[src/rtl/demux_stream.sv]
// 1-to-N stream demultiplexer with a one-entry valid/ready output register per channel.
// Optional build macro DEMUX_DROP_CNT_EN adds a saturating drop_cnt port for out-of-range selects.
module demux_stream #(
  parameter int W     = 8,
  parameter int N     = 4,
  parameter int SEL_W = 2
) (
  input  logic             clk,
  input  logic             rst_n,
  input  logic             e,
  input  logic [W-1:0]     i,
  input  logic [SEL_W-1:0] s,
  input  logic             i_valid,
  output logic             i_ready,
  output logic [N*W-1:0]   y,
  output logic [N-1:0]     y_valid,
  input  logic [N-1:0]     y_ready
`ifdef DEMUX_DROP_CNT_EN
  ,
  output logic [7:0]       drop_cnt
`endif
);

  logic           w_sel_busy;
  logic           w_xfer;
  logic [N-1:0]   w_load;
  logic [N*W-1:0] r_y;
  logic [N-1:0]   r_valid;

  // Accept decision; a selected channel is only busy when full and not draining this edge
  always_comb begin
    w_sel_busy = 1'b0;
    w_load     = '0;
    for (int k = 0; k < N; k++) begin
      if (s == SEL_W'(k)) begin
        w_sel_busy = r_valid[k] & ~y_ready[k];
      end else begin
        w_sel_busy = w_sel_busy;
      end
    end
    i_ready = rst_n & e & ~w_sel_busy;
    w_xfer  = i_valid & i_ready;
    for (int k = 0; k < N; k++) begin
      w_load[k] = w_xfer & (s == SEL_W'(k));
    end
  end

  // Per-channel output registers: a load wins over a drain on the same edge
  always_ff @(posedge clk or negedge rst_n) begin
    if (!rst_n) begin
      r_y     <= '0;
      r_valid <= '0;
    end else begin
      for (int k = 0; k < N; k++) begin
        if (w_load[k]) begin
          r_y[k*W +: W] <= i;
          r_valid[k]    <= 1'b1;
        end else if (r_valid[k] & y_ready[k]) begin
          r_valid[k]    <= 1'b0;
        end else begin
          r_valid[k]    <= r_valid[k];
        end
      end
    end
  end

  assign y       = r_y;
  assign y_valid = r_valid;

`ifdef DEMUX_DROP_CNT_EN
  localparam logic [SEL_W:0] LP_N = (SEL_W+1)'(N);

  logic       w_drop;
  logic [7:0] r_drop_cnt;

  assign w_drop = w_xfer & ~({1'b0, s} < LP_N);

  // Saturating count of words consumed with an out-of-range select
  always_ff @(posedge clk or negedge rst_n) begin
    if (!rst_n) begin
      r_drop_cnt <= 8'd0;
    end else if (w_drop && (r_drop_cnt != 8'hFF)) begin
      r_drop_cnt <= r_drop_cnt + 8'd1;
    end else begin
      r_drop_cnt <= r_drop_cnt;
    end
  end

  assign drop_cnt = r_drop_cnt;
`endif

endmodule

[config.mk]
export PLATFORM = sky130hd
export DESIGN_NAME = demux_stream
export DESIGN_NICKNAME = d
export VERILOG_FILES = /design/src/rtl/demux_stream.sv
export SDC_FILE = /design/constraint.sdc
export NUM_CORES = 1
export LEC_CHECK = 0
export ABC_AREA = 1
export CAP_MARGIN = 25
export CORE_MARGIN = 2
export CORE_UTILIZATION = 45
export DETAILED_ROUTE_END_ITERATION = 8
export PLACE_DENSITY_LB_ADDON = 0.12
export SETUP_SLACK_MARGIN = 0.02
export SLEW_MARGIN = 15
export SYNTH_ARGS = -nofsm -noshare
export SYNTH_HDL_FRONTEND = slang
export SYNTH_SLANG_ARGS = --single-unit
[constraint.sdc]
create_clock -name clk -period 1.44 [get_ports clk]
set_input_delay 0.216 -clock clk [delete_from_list [all_inputs] [get_ports clk]]
set_output_delay 0.216 -clock clk [all_outputs]
set_load 0.02 [all_outputs]
Word-level counts from Yosys, hierarchy flattened
Index checks and enable logic that the tools add are counted.
{ "totals": {"output_inout_bits": 37, "wordCells": 48, "register_bits": 36, "input_bits": 18} }
{ "classes": {"reduce_logical": 5, "n_eq_ne": 3, "muxes": 12, "n_bitwise": 20} }
{ "op_table": {"columns": ["op", "n"], "rows": [
  ["1-bit AND", 15],
  ["1-bit two-way mux", 12],
  ["2-bit nonzero test", 4],
  ["1-bit inverter", 5],
  ["2-bit == test (second input constant)", 2],
  ["2-bit by 1-bit == test with 1-bit output (second input constant)", 1],
  ["2-bit logical NOT", 1]
]} }

Depth between registers and ports, before layout
{ "depth": {"word_depth": 11, "depth_mapped": 8, "mapped_depth_nobuf": 8} }

Worst setup path before layout
OpenSTA, ideal clock, no wires.
{ "synth_path": {"path_kind": "register to register", "start": "register r_valid[1] (netlist: y_valid[1])", "end": "register r_y[24] (netlist: y[24])", "n_path_buf": 0, "setup_ns": 0.118, "path_stages_with_launch": 9, "t_required_ns": 1.322, "slack_ns": 0.118, "synth_period_minus_slack_ns": 1.322, "arrival_time_ns": 1.204, "path_cell_list": "dfrtp_1 inv_1 nor2_1 nand2_1 inv_1 nor2_4 nand4_4 nand2_1 nand2_1"} }
{ "synth_between": {"elab_chain_len": 8} }
{ "synth_rtl": {"columns": ["element", "line_no", "text"], "rows": [
  ["start: declaration", "28", "logic [N-1:0] r_valid;"],
  ["start signal: indexed assignment", "61", "r_valid[k] <= r_valid[k];"],
  ["1-bit AND", "36", "w_sel_busy = r_valid[k] & ~y_ready[k];"],
  ["1-bit two-way mux (3 in series)", "35", "if (s == SEL_W'(k)) begin"],
  ["1-bit inverter", "41", "i_ready = rst_n & e & ~w_sel_busy;"],
  ["1-bit AND", "41", null],
  ["1-bit AND", "42", "w_xfer = i_valid & i_ready;"],
  ["1-bit AND", "44", "w_load[k] = w_xfer & (s == SEL_W'(k));"],
  ["end signal: indexed assignment", "56", "r_y[k*W +: W] <= i;"],
  ["end: declaration", "27", "logic [N*W-1:0] r_y;"]
]} }
No other way between the ends.
A chain may end at the register's enable or synchronous reset.

Worst setup path in the final report
{ "layout_path": {"start": "register r_valid[1] (netlist: y_valid[1])", "end": "output i_ready"} }
{ "layout_between": {"elab_chain_len": 6} }
{ "layout_rtl": {"columns": ["element", "line_no", "text"], "rows": [
  ["1-bit AND", "36", null],
  ["1-bit two-way mux (3 in series)", "35", null],
  ["1-bit inverter", "41", null],
  ["1-bit AND", "41", null],
  ["end: declaration", "14", "output logic i_ready,"]
]} }
No other way between the ends.

==> summary.txt <==
Worst setup path
  – Setup Crit Path Kind: reg2out
  – Reg-to-reg setup timing slack: roughly 0.010 ns
  – Worst-path cell with the longest stage delay: dfrtp_1
  – Critical Path Source: y_valid[1]
  – Crit path max-delay family: flip-flops
  – Worst r2r src: y_valid[0]
  – Worst EP required: approximately 1.2 ns
  – Slowest stage delay, CP: between 0.4 and 0.5 ns
  – Worst path cell trace: inv_2, nor2_2, nand2_2, nand3_2, nor2_4, buf_6
  – Worst setup SP type: flop
  – Buf+Inv Stages, Crit Path: 2
  – CP endpoint kind: primary output
  – Worst Path Max Fanout: 2
  – R2R Path End: y[26]
  – Cells on worst reg2reg path: 10
  – Arrival @ worst endpoint: ~1.3 ns

Place
  – DP Area: 2320 sq um
  – Pre-CTS setup slack: -0.575 ns
  – Port Buffers: 54
  – RD Place Congestion: between 0.8 and 0.9
  – Detailed placement HPWL: 3010 um

Pwr
  – Max VDD drop: between 0.7 and 0.8 mV
  – Total power: 2.81 mW
  – Clk pwr share: roughly a fifth
  – Pint: 1.79 mW
  – Power Density: ~1200 nW/um^2
  – Switching power: 1.02 mW
  – Switching share of power: between 30% and 40%
  – Sequential power share: a little under half
  – Leak Pwr: around 1.3 nW
  – Comb power frac: 32.5%

Clock network
  – Worst skew pair latency: roughly 0.36 ns
  – CTS max path bufs: 2
  – CTS tree: done
  – Clock Tree Root: clkbuf_4
  – CTS Sinks: 36
  – Cts-stage hold buffer count: 0
  – CTS HTree Levels: 2
  – Num CTS Buffers: 5
  – Clock slew at reported path FFs: ~0.12 ns

Cells and area
  – Final core occ: 71.2%
  – Filler cell count: around 290
  – Layout cells sized above 1: 21.0%
  – Nets: around 270
  – P&R area growth vs syn: 47.8%
  – Diodes inserted: 0
  – Fin area: between 2000 and 2500 sq um

Logic synthesis
  – Yosys reg bits: 36
  – Ys flop type: dfrtp_1
  – Post-Syn Instances: ~170
  – Multiplexer share of the synthesized area: 0%
  – Syn_nets: around 190
  – Xor and xnor area share after synthesis: 0%
  – Library cells used by synthesis: 16
  – Sequential element share of the synthesized area: 54.7%
  – Number of synthesized flops with an enable pin: 0
  – Main area contributors after synthesis: dfrtp_1, nand2_1, nand4_1, nand4_4, nor2_4
  – Netlist Area Pre-Place: 1650 sq um
  – Post-synth ARST share: 100%
  – Post-synthesis compound-gate area fraction: around 1.6%
  – Combinational family with the most area after synthesis: simple AND/OR/NAND/NOR gates
  – Synth area leader: dfrtp_1
  – Top-count cell post-synth: nand2_1
  – Yosys warning total: 0
  – Synth top area share: 54.7%
  – Synth Area in Simple Gates: roughly two fifths
  – Avg Cell Area, Syn: 9.52 sq um
  – Adder-cell share of the synthesized area: 0%
  – Synth cell count leaders: nand2_1, dfrtp_1, nand4_1

Global routing
  – Tot GR Track Use: 23.6%
  – Remaining global-route overflow: 0
  – Global-route wire length before repair: 7420 um
  – Vias in the first global route: ~1500
  – Antenna violations before repair: 0
  – Largest net degree at the start of global routing: 37

Detailed routing
  – Drt wl/cell: 15.4 um
  – Final WL: roughly 4500 um
  – Routed vias: around 1600
  – Residual DRC: 0
  – Mean number of vias per cell: ~5.3
  – DR pass1 iterations: 4
  – DR iter-0 viols: 88
  – DRT antenna net count: 0

Die
  – I/O pin count: 55
  – Die Width: 64.5 um
  – Rows: 21
  – Die H: roughly 64 um
  – Core Region: ~3400 sq um
  – Starting Density: about half
  – DIE AREA: approximately 4200 sq um

Timing
  – Unrepaired setup endpoints after global routing: true
  – Setup violations, final: 1
  – Final Critical Period: around 1.5 ns
  – Crit share post-route: 105%
  – Worst Hold Slack: 0.107 ns
  – Max Fclk: between 0.6 and 0.7 GHz
  – Slew margin rel.: slightly above 70%
  – Final critical-path setup slack: -0.0668 ns
  – Final Max Slew Viols: 0
  – Worst-margin pin slew: about 0.44 ns
  – Hold Fails Final Rpt: 0
  – Clock Skews: approximately 0.012 ns

Worst hold path
  – HP Class: in2async

Outcome
  – Status: complete, but fails checks
  – Violated checks: setup timing

Job
  – MaxCap Viol Count: 0
worst max path at each step:
stage	endpoint	slack, ns	cells after the start
floorplan	y[24]	0.12	8
global placement	i_ready	-0.54	7
detailed placement	i_ready	-0.58	7
CTS	i_ready	-0.06	6
global route	y[4]	-0.12	8
finish	i_ready	-0.07	6
logic make-up after synthesis:
logic type	count (synthesis)
flops	36
compound gates	4
simple gates	117
buf+inv	16
layout by cell type (no fill, tap or decap):
cell             count
nor2_2               4
nand4_1             32
o21bai_2             1
inv_2                4
o21ai_0              3
clkbuf_8             1
clkbuf_4             5
dfrtp_1             36
nand4_4              6
nand3_2              1
clkdlybuf4s15_1      1
buf_12               2
dlygate4sd2_1       38
inv_1                4
clkdlybuf4s50_1     14
buf_6                2
nand2_1             67
clkinv_1             1
clkinv_2             2
buf_4               14
nor2_4               4
nand2_2              5
nand4_2              1
flip-flops by register name (all words and copies together), names as in the netlist:
name,cells
y_valid,4
y,32
layer usage:
metal	routed length, um	vias to the layer above	global-route usage (%)
met1	1940	753	33.7
met3	283	8	5.21
met4	74	0	7.45
li1	-	747	-
met2	2240	61	36.1
met5	0	-	0
cell type report:
cell class	instances	area, sq um	share of cell area [%]
flip-flops and latches	36	901	37.0
multi-input cells	124	729	30.0
repair buffers	71	651	26.7
well taps	46	57.6	2.37
clock buffers	6	51.3	2.11
inverters	9	33.8	1.39
clock inverters	2	10.0	0.411
power groups by stage:
stage / clock, mW / sequential (mW) / combinational [mW]
3_5_place_dp: 0 / 1.33 / 1.04
3_3_place_gp: 0 / 1.32 / 1.03
4_1_cts: 0.585 / 1.31 / 0.907
6_report: 0.591 / 1.31 / 0.912
2_1_floorplan: 0 / 1.58 / 0.226
5_1_grt: 0.637 / 1.34 / 0.993
timing repair:
| action | CTS | global route |
|---|---|---|
| gates cloned | 1 | 2 |
| setup endpoints to repair | 72 | 37 |
| resized for setup | 48 | 10 |
| pin swaps | 3 | 3 |
| buffers inserted | 3 | 0 |
metrics by stage:
step                      TNS [ns]  std cells
final                      -0.0668        294
after global routing         -2.10        294
after CTS                  -0.0589        292
after detailed placement    -16.43        280
after global placement      -14.07        280
after floorplan                  0        173
(Power assumes the default switching activity.)
